<file path="src/rtl/pmem_arbiter.sv">
// Round-robin arbiter sharing one line-wide physical-memory port between the I-cache and D-cache.
// A grant is held until pmem_resp and followed by one dead RELEASE cycle.
module pmem_arbiter #(
  parameter int unsigned ADDR_W  = 32,
  parameter int unsigned LINE_W  = 256,
  parameter bit          D_FIRST = 1'b1
) (
  input  logic              clk,
  input  logic              rst,

  input  logic              i_pmem_read,
  input  logic              i_pmem_write,
  input  logic [ADDR_W-1:0] i_pmem_address,
  input  logic [LINE_W-1:0] i_pmem_wdata,
  output logic              i_pmem_resp,
  output logic [LINE_W-1:0] i_pmem_rdata,

  input  logic              d_pmem_read,
  input  logic              d_pmem_write,
  input  logic [ADDR_W-1:0] d_pmem_address,
  input  logic [LINE_W-1:0] d_pmem_wdata,
  output logic              d_pmem_resp,
  output logic [LINE_W-1:0] d_pmem_rdata,

  output logic              pmem_read,
  output logic              pmem_write,
  output logic [ADDR_W-1:0] pmem_address,
  output logic [LINE_W-1:0] pmem_wdata,
  input  logic              pmem_resp,
  input  logic [LINE_W-1:0] pmem_rdata,

  output logic              grant_d,
  output logic              busy
);

  typedef enum logic [1:0] {
    ST_IDLE    = 2'd0,
    ST_BUSY    = 2'd1,
    ST_RELEASE = 2'd2
  } state_e;

  state_e              state_q, state_d;
  logic                grant_d_q, grant_d_d;
  logic                last_d_q, last_d_d;
  logic                rd_q, rd_d;
  logic                wr_q, wr_d;
  logic [ADDR_W-1:0]   addr_q, addr_d;
  logic [LINE_W-1:0]   wdata_q, wdata_d;

  logic                req_i, req_d;
  logic                win_d;
  logic                sel_rd, sel_wr, sel_req;
  logic [ADDR_W-1:0]   sel_addr;
  logic [LINE_W-1:0]   sel_wdata;
  logic                eff_rd, eff_wr;
  logic [ADDR_W-1:0]   eff_addr;
  logic [LINE_W-1:0]   eff_wdata;

  // State and replay registers
  always_ff @(posedge clk or negedge rst) begin
    if (!rst) begin
      state_q   <= ST_IDLE;
      grant_d_q <= 1'b0;
      last_d_q  <= ~D_FIRST;
      rd_q      <= 1'b0;
      wr_q      <= 1'b0;
      addr_q    <= '0;
      wdata_q   <= '0;
    end else begin
      state_q   <= state_d;
      grant_d_q <= grant_d_d;
      last_d_q  <= last_d_d;
      rd_q      <= rd_d;
      wr_q      <= wr_d;
      addr_q    <= addr_d;
      wdata_q   <= wdata_d;
    end
  end

  // Next-state, arbitration and port muxing
  always_comb begin
    state_d      = state_q;
    grant_d_d    = grant_d_q;
    last_d_d     = last_d_q;
    rd_d         = rd_q;
    wr_d         = wr_q;
    addr_d       = addr_q;
    wdata_d      = wdata_q;
    pmem_read    = 1'b0;
    pmem_write   = 1'b0;
    pmem_address = '0;
    pmem_wdata   = '0;
    i_pmem_resp  = 1'b0;
    d_pmem_resp  = 1'b0;

    req_i = i_pmem_read | i_pmem_write;
    req_d = d_pmem_read | d_pmem_write;
    win_d = (req_i && req_d) ? ~last_d_q : req_d;

    sel_rd    = grant_d_q ? d_pmem_read    : i_pmem_read;
    sel_wr    = grant_d_q ? d_pmem_write   : i_pmem_write;
    sel_addr  = grant_d_q ? d_pmem_address : i_pmem_address;
    sel_wdata = grant_d_q ? d_pmem_wdata   : i_pmem_wdata;
    sel_req   = sel_rd | sel_wr;

    // A withdrawn request is replayed so memory never sees it vanish mid-transfer
    eff_rd    = sel_req ? sel_rd    : rd_q;
    eff_wr    = sel_req ? sel_wr    : wr_q;
    eff_addr  = sel_req ? sel_addr  : addr_q;
    eff_wdata = sel_req ? sel_wdata : wdata_q;

    case (state_q)
      ST_IDLE: begin
        if (req_i || req_d) begin
          state_d   = ST_BUSY;
          grant_d_d = win_d;
          last_d_d  = win_d;
          rd_d      = win_d ? d_pmem_read    : i_pmem_read;
          wr_d      = win_d ? d_pmem_write   : i_pmem_write;
          addr_d    = win_d ? d_pmem_address : i_pmem_address;
          wdata_d   = win_d ? d_pmem_wdata   : i_pmem_wdata;
        end
      end
      ST_BUSY: begin
        rd_d         = eff_rd;
        wr_d         = eff_wr;
        addr_d       = eff_addr;
        wdata_d      = eff_wdata;
        pmem_write   = eff_wr;
        pmem_read    = eff_rd & ~eff_wr;
        pmem_address = eff_addr;
        pmem_wdata   = eff_wdata;
        i_pmem_resp  = pmem_resp & ~grant_d_q;
        d_pmem_resp  = pmem_resp &  grant_d_q;
        if (pmem_resp) begin
          state_d = ST_RELEASE;
        end
      end
      ST_RELEASE: begin
        state_d = ST_IDLE;
      end
      default: begin
        state_d = ST_IDLE;
      end
    endcase
  end

  assign i_pmem_rdata = pmem_rdata;
  assign d_pmem_rdata = pmem_rdata;
  assign grant_d      = grant_d_q;
  assign busy         = (state_q == ST_BUSY);

endmodule

</file>
<file path="config.mk">
export PLATFORM = sky130hd
export DESIGN_NAME = pmem_arbiter
export DESIGN_NICKNAME = d
export VERILOG_FILES = /design/src/rtl/pmem_arbiter.sv
export SDC_FILE = /design/constraint.sdc
export NUM_CORES = 1
export LEC_CHECK = 0
export BUFFER_PORTS_ARGS = -buffer_cell sky130_fd_sc_hd__buf_2
export CAP_MARGIN = 20
export CORE_AREA = 2 2 636 638
export CTS_CLUSTER_DIAMETER = 50
export DETAILED_ROUTE_END_ITERATION = 10
export DIE_AREA = 0 0 638 640
export GPL_ROUTABILITY_DRIVEN = 0
export SETUP_SLACK_MARGIN = 0.05
export SLEW_MARGIN = 20
export SYNTH_ARGS = -nofsm -noshare
export SYNTH_HDL_FRONTEND = slang
export SYNTH_SLANG_ARGS = --single-unit
export TNS_END_PERCENT = 5
</file>
<file path="constraint.sdc">
create_clock -name clk -period 2.4 [get_ports clk]
set_input_delay 0.72 -clock clk [delete_from_list [all_inputs] [get_ports clk]]
set_output_delay 0.72 -clock clk [all_outputs]
set_load 0.01 [all_outputs]
</file>
==> impl_metrics.tcl <==
set metrics [dict create \
    outcome "finished with violations" \
    violations "setup timing" \
    cpPeakStageDelay_ps 530 \
    start_util_pct 6.943 \
    fill_cells 45924 \
    dr_total_vias 31676 \
    tightest_slew_ps 606.4 \
    path_class "flip-flop to primary output" \
    fin_crit_ps 3737 \
    grt_pass1_vias 29983 \
    synth_top_area_cell "dfrtp_1" \
    core_sq_mm 0.4014 \
    dieArea_sq_mm 0.4083 \
    clock_sinks 293 \
    fin_tns_setup_ps -315460 \
    yosysTopAreaCellShare_pct 26.31 \
    ys_ff_latch 293 \
    r2r_start "last_d_q" \
    arrival_ps 3020 \
    grt_usage_pct 14.74 \
    fin_worst_skew_ps 90.70 \
    portBuffers 876 \
    slew_viol_final 0 \
    hold_violations 0 \
    fp.dieW_um 638 \
    wl_um 315500 \
    critical_path.endpoint "pmem_wdata[67]" \
    synth_area_leaders "dfrtp_1 26%, a211oi_1 20%, buf_4 14%, mux2i_1 10%, and3_1 6.5%" \
    drc 0 \
    critPathBufInv 4 \
    rsz0062_at_grt "true" \
    clk_path_buf_depth 4 \
    crit_top_cell "buf_12" \
    setup.worst_path.end_class "primary output" \
    drtIter0Drc 2607 \
    slew_headroom_pct 59.57 \
    clk_latency_ps 810 \
    layout_common_cells "660 x buf_2, 538 x a211oi_1, 466 x buf_4, 292 x dfrtp_1, 290 x and3_1" \
    setup_viol 312 \
    floorplan.rows 233 \
    yosysSeqAreaShare_pct 26.31 \
    cp-start-kind "flip-flop" \
    fin_crit_sh_pct 155.7 \
    rr_worst_depth 8 \
    irDropWorstVdd_mv 0.8277 \
    crit_path_start "last_d_q" \
    syn_avg_cell_area_sq_um 8.688 \
    synthDistinctLibCells 31 \
    dr.pass1.iters 9 \
    final_common_cell "buf_2" \
    fmax_mhz 267.6 \
    numCtsBuffers 70 \
    path_clk_slew_ps 50 \
    cp_slowest_cell "a211oi_2" \
    cp.required_ps 1680 \
    cp.depth 6 \
    path_delay_family "buffers and inverters" \
    routed_via_density 3.395 \
    wire_per_inst_um 33.81 \
    final_cells 9331 \
    grt_overflow 0 \
    holdCritPathClass "input pin to flip-flop" \
    antenna_found_initial 232 \
    cts_tree "done" \
    postSynthCellCount 3208 \
    netlist_area_sq_mm 0.02787 \
    worst-path-max-fanout 35 \
    synth-warning-count 0 \
    path_cells "buf_4 -> buf_12 -> buf_12 -> mux2i_1 -> a211oi_2 -> buf_2" \
    maxCapViolCount 0 \
    htreeDepth 3 \
    drtAntennaViolNets 0 \
    grt_pass1_wl_um 379500 \
    nNetsFinal 4695 \
    dpl.hpwl_um 273800 \
    worst_slack_ps -1337 \
    grt_max_degree 74 \
    power.density_mw_per_mm2 1487 \
    syn-num-nets 4047 \
    area_delta_synth_final_pct 66.37 \
    ios 1645 \
    cts_root_buf "clkbuf_16" \
    reg2reg_to "wdata_q[39]" \
    reg2reg_slack_ps -30 \
    die-height_um 640 \
    drive_gt1_share_pct 53.25 \
    leakage_nw 17.70 \
    total_power_mw 68.93 \
    dp_cells 9048 \
]
[area by class of cell]
type	instances	area (sq um)	area share, %
Multi-Input combinational cell	2047	16940	36.54
Timing Repair Buffer	1441	12740	27.47
Sequential cell	293	7336	15.82
Tap cell	5287	6615	14.27
Clock buffer	82	1878	4.050
Clock inverter	40	501.7	1.082
Antenna cell	138	345.3	0.7447
Inverter	3	11.26	0.02428
[cell families (layout without fill, tap and decap cells)]
group,after synthesis,after routing,synth area share [%]
multiplexers,291,291,10.45
flip-flops,293,293,26.31
AO/OA/AOI/OAI,879,879,25.78
buffers and inverters,868,1566,20.17
AND/OR/NAND/NOR,877,877,17.29
other,0,138,0
[worst min path at each step]
stage	end	slack, ps	start	depth (start not counted)
final	state_q[0]	180	pmem_resp	2
after floorplan	addr_q[0]	420	rst	0
after global placement	last_d_q	490	state_q[1]	1
after CTS	state_q[0]	80	pmem_resp	2
after detailed placement	last_d_q	520	state_q[1]	1
after global routing	state_q[0]	140	pmem_resp	2
[routing by layer]
| layer | vias to the layer above | track usage [%] | part of all wire, % |
|---|---|---|---|
| met3 | 875 | 13.94 | 21 |
| met5 | - | 2.032 | 0.63 |
| met4 | 124 | 8.964 | 7.2 |
| met2 | 2483 | 21.33 | 41 |
| met1 | 15215 | 13.11 | 30 |
| li1 | 12979 | - | - |
[power breakdown]
part           switching [mW]  internal [mW]
Clock                    3.85           6.49
Sequential               2.00           7.69
Combinational            27.8           21.1
Total                    33.7           35.3
[cell usage after synthesis]
cell type	count
and3_1	290
o21ai_0	3
a311o_1	1
o32ai_1	1
a21oi_2	1
nand2b_1	1
or2_1	1
mux2i_1	291
clkbuf_1	126
o21ai_4	1
buf_2	184
a211oi_2	112
clkbuf_2	1
a21oi_1	2
a21boi_0	1
inv_1	3
buf_6	16
nand2_2	1
buf_4	536
nor3_1	203
nand2_1	3
and2_1	1
buf_1	2
o31ai_2	1
nor2_1	291
dfrtp_1	293
nor3_2	86
o221ai_1	2
o31a_4	1
a211oi_1	752
a221oi_2	1
[worst reg2reg max path, delay by kind of cell, from the launching register on]
kind,cells,cell delay (ps)
AND/OR/NAND/NOR,1,60
AO/OA/AOI/OAI,2,420
buffers and inverters,5,1290
flip-flops,1,520
[what timing repair did]
item                       4_1_cts  5_1_grt
hold buffers                     1        0
pin swaps                      114       35
hold endpoints to repair        47        0
setup endpoints to repair      355      441
buffers inserted                10        1
gates resized for setup        406      137
gates cloned                     8        3
[sequential cells by signal, summed over array words and instances (netlist names)]
register  flops
wdata_q     256
addr_q       32
state_q       2
last_d_q      1
rd_q          1
wr_q          1
[metrics by stage]
step	worst slack (ps)	cell area [sq um]	hold slack, ps	util (%)
2_1_floorplan	-204.7	28110	424.4	-
3_3_place_gp	-1593	40790	490.2	10.16
3_5_place_dp	-1467	40790	516.5	10.16
4_1_cts	-1408	45330	75.39	11.29
5_1_grt	-1365	46260	142.6	11.52
6_report	-1337	46370	179.7	11.55
Power figures use the tool's default switching activity.
